==> src/rtl/led_pattern_gen.sv <==
// LED pattern engine: binary count, Gray count, bouncing scan and PWM breathe, stepped on a prescaler tick.
// Define LED_PATTERN_HOLD_EN to add a debounced i_btn_hold input that freezes pattern stepping while held.
module led_pattern_gen #(
  parameter int LED_W        = 8,
  parameter int PRESCALE_W   = 20,
  parameter int DEBOUNCE_CYC = 250000,
  parameter int PWM_W        = 8
) (
  input  logic             i_clk,
  input  logic             i_rst_n,
  input  logic             i_btn_mode,
  input  logic             i_btn_dir,
`ifdef LED_PATTERN_HOLD_EN
  input  logic             i_btn_hold,
`endif
  output logic [LED_W-1:0] o_led,
  output logic [1:0]       o_mode,
  output logic             o_tick
);

`ifdef LED_PATTERN_HOLD_EN
  localparam int NBTN = 3;
`else
  localparam int NBTN = 2;
`endif
  localparam int DB_W  = $clog2(DEBOUNCE_CYC + 1);
  localparam int POS_W = (LED_W > 1) ? $clog2(LED_W) : 1;

  typedef enum logic [1:0] {MODE_COUNT, MODE_GRAY, MODE_SCAN, MODE_BREATHE} mode_e;

  logic [NBTN-1:0] btn_raw;
  logic [NBTN-1:0] btn_level_q;
  logic [NBTN-1:0] btn_level_d;
  logic            mode_press;
  logic            dir_press;
  logic            hold;

`ifdef LED_PATTERN_HOLD_EN
  assign btn_raw = {i_btn_hold, i_btn_dir, i_btn_mode};
  assign hold    = btn_level_q[2];
`else
  assign btn_raw = {i_btn_dir, i_btn_mode};
  assign hold    = 1'b0;
`endif

  genvar gi;
  generate
    for (gi = 0; gi < NBTN; gi++) begin : g_btn
      logic [1:0]      sync_q;
      logic [DB_W-1:0] cnt_q, cnt_d;
      logic            level_q, level_d;

      // The run counter only grows while the synced level disagrees with the accepted one.
      always_comb begin
        level_d = level_q;
        cnt_d   = '0;
        if (sync_q[1] != level_q) begin
          if (cnt_q == DB_W'(DEBOUNCE_CYC - 1)) level_d = sync_q[1];
          else                                  cnt_d   = cnt_q + DB_W'(1);
        end
      end

      always_ff @(posedge i_clk or negedge i_rst_n) begin
        if (!i_rst_n) begin
          sync_q  <= '0;
          cnt_q   <= '0;
          level_q <= 1'b0;
        end else begin
          sync_q  <= {sync_q[0], btn_raw[gi]};
          cnt_q   <= cnt_d;
          level_q <= level_d;
        end
      end

      assign btn_level_q[gi] = level_q;
      assign btn_level_d[gi] = level_d;
    end
  endgenerate

  assign mode_press = btn_level_d[0] & ~btn_level_q[0];
  assign dir_press  = btn_level_d[1] & ~btn_level_q[1];

  logic [PRESCALE_W-1:0] presc_q;
  logic [PWM_W-1:0]      pwm_q;
  mode_e                 mode_q, mode_d;
  logic                  dir_down_q, dir_down_d;
  logic [LED_W-1:0]      count_q, count_d;
  logic [POS_W-1:0]      pos_q, pos_d;
  logic                  scan_down_q, scan_down_d;
  logic [PWM_W-1:0]      duty_q, duty_d;
  logic                  br_down_q, br_down_d;
  logic [LED_W-1:0]      led_q, led_d;
  logic                  tick;
  logic [PWM_W-1:0]      duty_inc, duty_dec;

  assign tick     = &presc_q;
  assign duty_inc = duty_q + PWM_W'(1);
  assign duty_dec = duty_q - PWM_W'(1);

  always_comb begin
    mode_d      = mode_q;
    dir_down_d  = dir_down_q ^ dir_press;
    count_d     = count_q;
    pos_d       = pos_q;
    scan_down_d = scan_down_q ^ (dir_press && (mode_q == MODE_SCAN));
    duty_d      = duty_q;
    br_down_d   = br_down_q;
    // A mode press restarts the new pattern and overrides any tick in the same cycle.
    if (mode_press) begin
      mode_d      = mode_e'(mode_q + 2'd1);
      count_d     = '0;
      pos_d       = '0;
      scan_down_d = 1'b0;
      duty_d      = '0;
      br_down_d   = 1'b0;
    end else if (tick && !hold) begin
      case (mode_q)
        MODE_COUNT, MODE_GRAY: count_d = dir_down_d ? count_q - LED_W'(1) : count_q + LED_W'(1);
        MODE_SCAN: begin
          if (LED_W > 1) begin
            if (!scan_down_d) begin
              if (pos_q == POS_W'(LED_W - 1)) begin
                pos_d       = POS_W'(LED_W - 2);
                scan_down_d = 1'b1;
              end else begin
                pos_d = pos_q + POS_W'(1);
              end
            end else if (pos_q == '0) begin
              pos_d       = POS_W'(1);
              scan_down_d = 1'b0;
            end else begin
              pos_d = pos_q - POS_W'(1);
            end
          end
        end
        default: begin
          if (!br_down_q) begin
            duty_d = duty_inc;
            if (duty_inc == '1) br_down_d = 1'b1;
          end else begin
            duty_d = duty_dec;
            if (duty_dec == '0) br_down_d = 1'b0;
          end
        end
      endcase
    end
  end

  always_comb begin
    led_d = '0;
    case (mode_q)
      MODE_COUNT: led_d = count_q;
      MODE_GRAY:  led_d = count_q ^ (count_q >> 1);
      MODE_SCAN:  led_d = LED_W'(1) << pos_q;
      default:    led_d = {LED_W{pwm_q < duty_q}};
    endcase
  end

  always_ff @(posedge i_clk or negedge i_rst_n) begin
    if (!i_rst_n) begin
      presc_q     <= '0;
      pwm_q       <= '0;
      mode_q      <= MODE_COUNT;
      dir_down_q  <= 1'b0;
      count_q     <= '0;
      pos_q       <= '0;
      scan_down_q <= 1'b0;
      duty_q      <= '0;
      br_down_q   <= 1'b0;
      led_q       <= '0;
    end else begin
      presc_q     <= presc_q + PRESCALE_W'(1);
      pwm_q       <= pwm_q + PWM_W'(1);
      mode_q      <= mode_d;
      dir_down_q  <= dir_down_d;
      count_q     <= count_d;
      pos_q       <= pos_d;
      scan_down_q <= scan_down_d;
      duty_q      <= duty_d;
      br_down_q   <= br_down_d;
      led_q       <= led_d;
    end
  end

  assign o_led  = led_q;
  assign o_mode = mode_q;
  assign o_tick = tick;

endmodule

==> config.mk <==
export PLATFORM = sky130hd
export DESIGN_NAME = led_pattern_gen
export DESIGN_NICKNAME = d
export VERILOG_FILES = /design/src/rtl/led_pattern_gen.sv
export SDC_FILE = /design/constraint.sdc
export NUM_CORES = 1
export LEC_CHECK = 0
export ABC_AREA = 1
export CORE_UTILIZATION = 40
export CTS_CLUSTER_DIAMETER = 30
export CTS_CLUSTER_SIZE = 40
export DETAILED_ROUTE_END_ITERATION = 10
export GPL_ROUTABILITY_DRIVEN = 0
export GPL_TIMING_DRIVEN = 1
export PLACE_DENSITY_LB_ADDON = 0.08
export SLEW_MARGIN = 10
export SYNTH_ARGS = -nofsm -noshare
export SYNTH_HDL_FRONTEND = slang
export SYNTH_SLANG_ARGS = --single-unit
==> constraint.sdc <==
create_clock -name i_clk -period 6.3 [get_ports i_clk]
set_clock_uncertainty 0.2 [all_clocks]
set_input_delay 1.26 -clock i_clk [delete_from_list [all_inputs] [get_ports i_clk]]
set_output_delay 1.26 -clock i_clk [all_outputs]
set_load 0.01 [all_outputs]
==> metrics.cfg <==
[outcome]
status = completed

[worst_hold_path]
worstHoldEndpoint = g_btn[1].sync_q[1]
min_from = g_btn[1].sync_q[0]
whs_path_depth = 0
hp-class = flip-flop to flip-flop

[final_layout]
area_delta_synth_final_pct = 10.6
final_cell_mix = nand2_1 (159), dfrtp_1 (102), inv_1 (93)
fin_nets = 790
layout_commonest_cell = nand2_1
regArea_um2 = 2550
multi_input_area_um2 = 3010
fillers = 1460
drive_above_1_share_pct = 7.27
insertedDiodeCount = 0

[critical_path]
worst_path_max_delay_cell = clkdlybuf4s50_1
cpPeakStageDelay_ns = 0.53
arrival_ns = 2.18
crit_type = flip-flop to primary output
ff2ff_path_depth = 14
reg2reg_to = count_q[6]
cpMostUsedCell = nand3_2
critPathMaxFanout = 4
cp.required_ns = 4.84
startpoint_type = flip-flop
path_cells = ha_1 > nand3_2 > nor2_2 > nand3_2 > nor2_4 > nand2_2 > clkinv_1 > clkdlybuf4s50_1
end_kind = primary output
r2r_slack_ns = 3.16
reg2reg_from = g_btn[1].cnt_q[0]

[floorplanning]
rows = 44
coreArea_um2 = 14500
die_w_um = 124
initial_core_util_pct = 41.1
die_area_um2 = 15400
dieHeight_um = 124
io_pins = 15

[synth]
netlist_instances = 733
ys_top_cells_by_area = dfrtp_1 (43%), nand2_1 (10%), ha_1 (6.7%)
ys_warn_count = 0
ys_seq_elements = 102
synth_top_cell_by_area = dfrtp_1
ys_seq_area_share_pct = 42.8
synth_nets = 770
synth.avg_cell_area_um2 = 8.14
yosysUniqueCellTypes = 45
synth_top_area_share_pct = 42.8
syn_area_um2 = 5970

[timing]
slew_violations = 0
post-route-period-util_pct = 57.8
finalHoldViolations = 0
relSlewSlack_pct = 47.5
setup_viol = 0
rsz0062_at_grt = no
fin_ws_ns = 2.66
tightest_slew_ns = 0.788
fmax_mhz = 274
fin_tns_setup_ns = 0
fin_crit_ns = 3.64

[detailed_routing]
vias_per_cell = 4.99
drcViolationCount = 0
wl_um = 12300
vias = 4696
avgRoutedWirePerCell_um = 13.0
drt_iter0_markers = 275
dr.pass1.iters = 4
final_antenna_net_count = 0

[grt]
use_met3_pct = 4.44
grt_max_degree = 64
grt_util_all_layers_pct = 17.5
grtUsageMet1_pct = 22.4
grt_overflow = 0
busiest_layer = met2
grt_pass1_wl_um = 20900
grtUsageMet2_pct = 29.2
antenna_found_initial = 0
first_global_vias = 4543

[clock_tree]
insertion_delay_ns = 0.35
cts.clk_slew.worst_paths_ns = 0.07
htreeDepth = 3
clock-sinks = 102
cts_tree = built
clk_path_buf_depth = 2
ctsHoldBuffers = 0
cts_resized = 0
postCtsSetupBuffers = 0
cts_root_buffer = clkbuf_16
cts_buffers = 9

[placed_design]
place_worst_setup_slack_ns = 3.01
numPortBuffers = 14
dp_hpwl_um = 9010

[pwr]
ir_drop_mv = 0.136
power_density_nw_per_um2 = 189
leakage_nw = 3.13

[flow_run]
drv_cap = 0

critical path, delay by kind of cell, from the launching register on:
| kind | cells | cell delay [ns] |
|---|---|---|
| flip-flops | 1 | 0.37 |
| adder cells (fa/ha/maj) | 1 | 0.20 |
| buffers and inverters | 2 | 0.61 |
| AND/OR/NAND/NOR | 5 | 0.66 |
area by class of cell:
class / count / area share, %
clock buffers: 11 / 3.68
clock inverters: 4 / 0.720
well taps: 184 / 3.49
flip-flops and latches: 102 / 38.7
repair buffers: 15 / 2.20
multi-input cells: 524 / 45.5
inverters: 101 / 5.74
metrics by stage:
step	power [mW]	cells	hold slack [ns]	utilization (%)	cell area, um2
6_report	1.25	941	0.148	45.4	6600
5_1_grt	1.30	941	0.157	45.4	6600
4_1_cts	1.27	941	0.151	45.4	6600
3_5_place_dp	0.706	926	0.135	43.4	6310
3_3_place_gp	0.705	926	0.133	43.4	6310
2_1_floorplan	0.686	733	0.131	-	5970
power by group:
part	leakage, nW	internal, mW	switching, mW
clock network	0.141	0.316	0.244
logic	1.61	0.00627	0.0219
registers	1.38	0.659	0.00391
total	3.13	0.981	0.270
logic make-up after synthesis:
kind of cell               count (synthesis)  share of synthesized area, %
AOI/OAI and AO/OA                         72                          6.83
xor gates and xnor gates                  49                          7.19
adders and majority gates                 33                          7.04
buffers and inverters                    107                          6.87
DFF                                      102                          42.8
muxes                                      2                         0.356
and+or+nand+nor                          368                          28.9
routing by layer:
layer / wire length, um / vias to the layer above / part of all wire, %
li1: - / 2427 / -
met1: 5990 / 2214 / 49
met4: 121 / 0 / 0.99
met3: 389 / 12 / 3.2
met5: 0 / - / 0
met2: 5780 / 43 / 47
worst max-delay path by stage:
stage / endpoint / start / slack (ns) / depth (start not counted)
after floorplan: count_q[6] / g_btn[1].cnt_q[0] / 3.58 / 14
after global placement: o_tick / presc_q[0] / 3.03 / 8
after detailed placement: o_tick / presc_q[0] / 3.01 / 8
after CTS: o_tick / presc_q[0] / 2.62 / 8
after global routing: o_tick / presc_q[0] / 2.53 / 8
final: o_tick / presc_q[0] / 2.66 / 8
cell usage after synthesis (all sizes together):
library cell / instances
o221ai: 1
inv: 99
and3: 1
mux2i: 1
a31o: 1
o21bai: 1
nor2: 90
o2111ai: 1
ha: 32
buf: 4
dfrtp: 102
xnor2: 11
nand3: 57
nor4: 10
clkbuf: 2
or2: 1
xor2: 38
nand4: 20
and2: 1
a21oi: 17
nand2: 163
clkinv: 2
o21ai: 31
nand3b: 2
o211ai: 3
nor3: 17
nor3b: 6
a31oi: 9
fa: 1
a21o: 1
mux2: 1
o22ai: 7
sequential cells by signal (all words and copies together), names as in the netlist:
name           flops
br_down_q          1
pwm_q              8
pos_q              3
g_btn.level_q      2
duty_q             8
count_q            8
g_btn.sync_q       4
dir_down_q         1
g_btn.cnt_q       36
o_mode             2
scan_down_q        1
presc_q           20
o_led              8
Power figures use the tool's default switching activity.
